## config.mk

```make
export PLATFORM = sky130hd
export DESIGN_NAME = regpair_file_p
export DESIGN_NICKNAME = d
export VERILOG_FILES = /design/src/rtl/regpair_file_p.sv
export SDC_FILE = /design/constraint.sdc
export NUM_CORES = 1
export LEC_CHECK = 0
export CAP_MARGIN = 20
export CORE_MARGIN = 2
export CORE_UTILIZATION = 45
export DETAILED_ROUTE_END_ITERATION = 12
export GPL_TIMING_DRIVEN = 0
export PLACE_DENSITY = 0.67
export SLEW_MARGIN = 10
export SYNTH_ARGS = -nofsm -noshare
export SYNTH_HDL_FRONTEND = slang
export SYNTH_SLANG_ARGS = --single-unit
```

## constraint.sdc

```tcl
create_clock -name clk -period 2.2 [get_ports clk]
set_input_delay 0.44 -clock clk [delete_from_list [all_inputs] [get_ports clk]]
set_output_delay 0.44 -clock clk [all_outputs]
set_load 0.02 [all_outputs]
```

## src/rtl/regpair_file_p.sv

```systemverilog
// Register file of NPAIR byte-addressable pairs with a 3-state inc/dec engine.
// Define REGPAIR_ZERO_EN to add the registered zero_out flag.
module regpair_file_p #(
    parameter  int DW    = 8,
    parameter  int NPAIR = 6,
    localparam int AW    = 2 * DW,
    localparam int SW    = (NPAIR > 1) ? $clog2(NPAIR) : 1
) (
    input  logic          clk,
    input  logic          rst,
    input  logic          wr_en,
    input  logic [SW-1:0] wr_sel,
    input  logic          wr_hi,
    input  logic [DW-1:0] wr_data,
    input  logic          rd_en,
    input  logic [SW-1:0] rd_sel,
    input  logic          rd_hi,
    output logic [DW-1:0] rd_data,
    output logic          rd_valid,
    input  logic          op_valid,
    output logic          op_ready,
    input  logic [SW-1:0] op_sel,
    input  logic          op_dec,
    input  logic          op_two,
    input  logic          op_wb,
    output logic [AW-1:0] addr_out,
    output logic [AW-1:0] result,
    output logic          carry_out,
    output logic          op_done
`ifdef REGPAIR_ZERO_EN
    ,
    output logic          zero_out
`endif
);

    localparam logic [1:0] IDLE = 2'd0;
    localparam logic [1:0] CALC = 2'd1;
    localparam logic [1:0] WB   = 2'd2;

    localparam logic [SW:0] NPAIR_L = (SW + 1)'(NPAIR);

    logic [AW-1:0] pairs [NPAIR];
    logic [1:0]    state;
    logic [SW-1:0] cap_sel;
    logic          cap_ok;
    logic          cap_dec;
    logic          cap_two;
    logic          cap_wb;
    logic [AW:0]   step;
    logic [AW:0]   calc;
    logic          wr_ok;
    logic          rd_ok;
    logic          op_ok;
    logic          wb_fire;

    assign wr_ok    = ({1'b0, wr_sel} < NPAIR_L);
    assign rd_ok    = ({1'b0, rd_sel} < NPAIR_L);
    assign op_ok    = ({1'b0, op_sel} < NPAIR_L);
    assign op_ready = (state == IDLE);
    assign wb_fire  = (state == WB) && cap_wb && cap_ok;

    // Extra MSB of the AW+1 bit sum/difference is the carry or borrow.
    always_comb begin
        step = {{(AW-1){1'b0}}, cap_two, ~cap_two};
        calc = '0;
        if (cap_dec)
            calc = {1'b0, addr_out} - step;
        else
            calc = {1'b0, addr_out} + step;
    end

    // NOTE: the pair storage is a small flop array, so it is cleared on reset like
    // any other state; a RAM macro could not be reset this way.
    always_ff @(posedge clk) begin
        if (rst) begin
            for (int i = 0; i < NPAIR; i++)
                pairs[i] <= '0;
            rd_data  <= '0;
            rd_valid <= 1'b0;
        end else begin
            rd_valid <= rd_en;
            // Non-blocking reads of pairs see the pre-write value on a collision.
            if (rd_en)
                rd_data <= !rd_ok ? '0 :
                           rd_hi  ? pairs[rd_sel][AW-1:DW] : pairs[rd_sel][DW-1:0];
            if (wr_en && wr_ok) begin
                if (wr_hi)
                    pairs[wr_sel][AW-1:DW] <= wr_data;
                else
                    pairs[wr_sel][DW-1:0] <= wr_data;
            end
            // Last assignment wins, so writeback overrides a same-pair byte write.
            if (wb_fire)
                pairs[cap_sel] <= result;
        end
    end

    always_ff @(posedge clk) begin
        if (rst) begin
            state     <= IDLE;
            addr_out  <= '0;
            result    <= '0;
            carry_out <= 1'b0;
            op_done   <= 1'b0;
            cap_sel   <= '0;
            cap_ok    <= 1'b0;
            cap_dec   <= 1'b0;
            cap_two   <= 1'b0;
            cap_wb    <= 1'b0;
`ifdef REGPAIR_ZERO_EN
            zero_out  <= 1'b0;
`endif
        end else begin
            op_done <= 1'b0;
            case (state)
                IDLE: begin
                    if (op_valid) begin
                        state    <= CALC;
                        addr_out <= op_ok ? pairs[op_sel] : '0;
                        cap_sel  <= op_sel;
                        cap_ok   <= op_ok;
                        cap_dec  <= op_dec;
                        cap_two  <= op_two;
                        cap_wb   <= op_wb;
                    end
                end
                CALC: begin
                    state     <= WB;
                    result    <= calc[AW-1:0];
                    carry_out <= calc[AW];
                    op_done   <= 1'b1;
`ifdef REGPAIR_ZERO_EN
                    zero_out  <= (calc[AW-1:0] == '0);
`endif
                end
                WB:      state <= IDLE;
                default: state <= IDLE;
            endcase
        end
    end

endmodule

```

==> insert_results.sql <==
INSERT INTO impl_metrics (metric_group, metric, value, unit) VALUES
('worst_hold_path', 'min_path_cells', '4', ''),
('cells_and_area', 'area_delta_synth_final', '22.3', '%'),
('power_and_ir_drop', 'power.static_leakage', '3.81', 'nW'),
('global_routing', 'grt-ovfl-total', '0', ''),
('floorplanning', 'starting_utilization_of_the_core_area', '45.8', '%'),
('routing', 'drt-pass1-iter-count', '6', ''),
('global_routing', 'grt_antenna_before_repair', '0', ''),
('clock_network', 'clockRootBuffer', 'sky130_fd_sc_hd__clkbuf_16', ''),
('critical_path', 'timing.critical_path.fanout_max', '8', ''),
('clock_network', 'worst_setup_hold_path_clk_slew', '0.06', 'ns'),
('yosys', 'cell_area_after_technology_mapping', '8560', 'sq um'),
('sta', 'finalHoldViolations', '0', ''),
('cells_and_area', 'n_fill_cell', '1613', ''),
('yosys', 'postSynthCellCount', '873', ''),
('sta', 'worst_clock_skew', '0.00818', 'ns'),
('sta', 'setup_violations', '0', ''),
('routing', 'route.final.wire_length', '29500', 'microns'),
('routing', 'avgViaCountPerCell', '6.37', ''),
('critical_path', 'depth_of_the_worst_register_to_register_path', '6', ''),
('routing', 'avgRoutedWirePerCell', '24.3', 'microns'),
('floorplanning', 'design.core.area', '18700', 'sq um'),
('place', 'detailedPlacementHpwl', '22200', 'microns'),
('yosys', 'yosys_warning_total', '0', ''),
('clock_network', 'cts_sinks', '148', ''),
('floorplanning', 'dieWidth', '142', 'microns'),
('routing', 'initialDrtViolationCount', '1092', ''),
('cells_and_area', 'layout.cells.non_filler', '1213', ''),
('routing', 'drt.antenna.violating_nets', '0', ''),
('yosys', 'synth.ff_latch_count', '148', ''),
('sta', 'slew_violations', '0', ''),
('floorplanning', 'total_die_area', '20100', 'sq um'),
('power_and_ir_drop', 'vdd_ir_drop_max', '0.000509', 'V'),
('critical_path', 'worstSetupEndpointType', 'flop', ''),
('cells_and_area', 'post-route-util', '56.0', '%'),
('power_and_ir_drop', 'power_density', '697', 'nW/um^2'),
('yosys', 'syn_nets', '917', ''),
('sta', 'worst_pin_slew', '0.710', 'ns'),
('place', 'port-buffer-count', '66', ''),
('place', 'dpl.cell_count', '1175', ''),
('yosys', 'synth.avg_cell_area', '9.81', 'sq um'),
('clock_network', 'tritoncts', 'done', ''),
('floorplanning', 'design.portCount', '71', ''),
('clock_network', 'cts-buffers-inserted', '17', ''),
('clock_network', 'cts.htree.levels', '4', ''),
('critical_path', 'worst-endpoint-arrival', '2.32', 'ns'),
('global_routing', 'pin_count_of_the_biggest_net_entering_global_routing', '17', ''),
('sta', 'finalCriticalPeriod', '2.19', 'ns'),
('sta', 'setup_repair_after_global_routing_missed_its_margin', 'true', ''),
('sta', 'worst_slew_margin_rel', '52.7', '%'),
('place', 'placed_cell_area', '9540', 'sq um'),
('power_and_ir_drop', 'finalPower', '7.30', 'mW'),
('place', 'final_gp_congestion', '0.975', ''),
('critical_path', 'worstSetupStartpointType', 'input pin', ''),
('job', 'max_cap_viol_count', '0', ''),
('yosys', 'synth-main-ff-cell', 'sky130_fd_sc_hd__edfxtp_1', ''),
('critical_path', 'timing.critical_path.required', '2.32', 'ns'),
('clock_network', 'clk_path_buf_depth', '2', ''),
('cells_and_area', 'drive_gt1_share', '13.7', '%'),
('cells_and_area', 'finalNetCount', '1010', ''),
('worst_hold_path', 'min-delay-path-class', 'input pin to flop', ''),
('global_routing', 'grt_pass1_vias', '7276', ''),
('global_routing', 'grt_first_pass_wirelength', '43700', 'microns'),
('cells_and_area', 'layout.cells.most_common_list', 'sky130_fd_sc_hd__nand2_1, sky130_fd_sc_hd__o21ai_0, sky130_fd_sc_hd__edfxtp_1, sky130_fd_sc_hd__clkdlybuf4s50_1, sky130_fd_sc_hd__clkbuf_1', ''),
('routing', 'vias_after_detailed_routing', '7724', ''),
('clock_network', 'cts.hold.buffers_added', '0', ''),
('cells_and_area', 'count_of_inserted_antenna_diode_cells', '0', ''),
('critical_path', 'crit_path_kind', 'input pin to flop', ''),
('global_routing', 'track_usage', '29.7', '%'),
('run_status', 'outcome', 'complete, no violations', ''),
('cells_and_area', 'layout.cells.most_common', 'sky130_fd_sc_hd__nand2_1', ''),
('yosys', 'synth-edff-count', '96', ''),
('yosys', 'postSynth.asyncResetShare', '0', '%'),
('clock_network', 'clock_insertion_delay_worst_skew', '0.43', 'ns'),
('yosys', 'ys_types', '65', ''),
('sta', 'min_period_over_period', '99.7', '%'),
('yosys', 'synth-seq-area-share', '45.8', '%'),
('cells_and_area', 'final_area', '10500', 'sq um'),
('routing', 'drc', '0', ''),
('floorplanning', 'die_h', '142', 'microns'),
('sta', 'timing.fmax', '456', 'MHz'),
('floorplanning', 'core.rowCount', '50', '');
## cell usage after synthesis, types with 4 or more instances
master / number / area share, %
sky130_fd_sc_hd__a21oi_1: 44 / 2.6
sky130_fd_sc_hd__a22oi_1: 15 / 1.3
sky130_fd_sc_hd__dfxtp_1: 52 / 12
sky130_fd_sc_hd__clkbuf_1: 62 / 2.7
sky130_fd_sc_hd__buf_2: 12 / 0.70
sky130_fd_sc_hd__or3_1: 8 / 0.58
sky130_fd_sc_hd__o21a_1: 4 / 0.35
sky130_fd_sc_hd__nor2_1: 38 / 1.7
sky130_fd_sc_hd__and3_1: 5 / 0.37
sky130_fd_sc_hd__mux2i_1: 47 / 5.5
sky130_fd_sc_hd__a222oi_1: 8 / 0.94
sky130_fd_sc_hd__buf_6: 4 / 0.53
sky130_fd_sc_hd__edfxtp_1: 96 / 34
sky130_fd_sc_hd__inv_1: 11 / 0.48
sky130_fd_sc_hd__nand3_1: 35 / 2.0
sky130_fd_sc_hd__mux4_1: 21 / 6.4
sky130_fd_sc_hd__ha_1: 16 / 2.3
sky130_fd_sc_hd__mux2_2: 8 / 1.1
sky130_fd_sc_hd__nand2_1: 165 / 7.2
sky130_fd_sc_hd__o211ai_1: 8 / 0.70
sky130_fd_sc_hd__a211oi_1: 4 / 0.35
sky130_fd_sc_hd__buf_1: 4 / 0.18
sky130_fd_sc_hd__o21ai_0: 107 / 6.3
sky130_fd_sc_hd__nor3_1: 7 / 0.41
sky130_fd_sc_hd__nand2b_1: 11 / 0.80
sky130_fd_sc_hd__o31ai_1: 18 / 1.6
## cell families (layout without fill, tap and decap cells)
logic type | count (synthesis) | in the layout | synth area share (%)
xor+xnor | 3 | 3 | 0.307
fa+ha+maj | 17 | 17 | 2.57
simple gates | 295 | 295 | 15.8
flops | 148 | 148 | 45.8
mux | 79 | 79 | 13.8
buf+inv | 94 | 200 | 4.65
compound gates | 237 | 237 | 17.0
## routing by layer
metal,global-route usage (%),share of wire (%),up-vias
li1,-,-,3461
met1,41.6,41,3722
met2,46.9,47,459
met3,4.04,8.9,82
met4,11.6,3.6,0
met5,0,0,-
## sequential cells by signal, indices dropped and copies added (netlist names), 2 cells and up
signal    count
addr_out     16
result       16
state         2
pairs        96
cap_sel       3
rd_data       8
## power by group
group	switching [mW]	internal (mW)	leakage [nW]
logic	0.623	0.405	2.11
clock network	1.20	1.87	0.312
registers	0.110	3.10	1.39
## per-stage QoR
step / worst slack [ns] / TNS [ns] / hold WS, ns
3_5_place_dp: -0.913 / -122.56 / 0.474
5_1_grt: -0.0577 / -0.751 / 0.512
3_3_place_gp: -1.12 / -122.67 / 0.465
6_report: 0.00585 / 0 / 0.483
4_1_cts: 0.0128 / 0 / 0.485
2_1_floorplan: 0.00229 / 0 / 0.450
## path summary, 6_finish.rpt
kind,from,to,slack [ns]
worst max-delay path,rst,pairs[1][11],0.006
worst min-delay path,rd_hi,rd_data[3],0.48
worst max register to register,state[1],pairs[0][11],0.02
worst min register to register,cap_wb,cap_wb,0.49
## worst max-delay path, stage by stage
cell	delay (ns)
sky130_fd_sc_hd__clkdlybuf4s50_1	0.48
sky130_fd_sc_hd__nand2b_1	0.22
sky130_fd_sc_hd__or3b_2	0.61
sky130_fd_sc_hd__nor2_1	0.29
sky130_fd_sc_hd__or3_4	0.28
## timing repair
action | 4_1_cts | 5_1_grt
pin swaps | 4 | 11
gates cloned | 0 | 0
gates resized for setup | 32 | 51
buffers inserted | 7 | 4
endpoints found under the setup margin | 177 | 114
## layout make-up
cell class	count	area (sq um)	area share, %
inverter	12	45.0	0.430
clock inverter	8	81.3	0.777
buffer	77	357	3.41
sequential	148	3930	37.6
clock buffer	24	547	5.22
multi-input combinational	631	4460	42.6
timing repair buffer	79	758	7.24
tap	234	293	2.80
No activity file was read; power rests on OpenSTA's default activity.
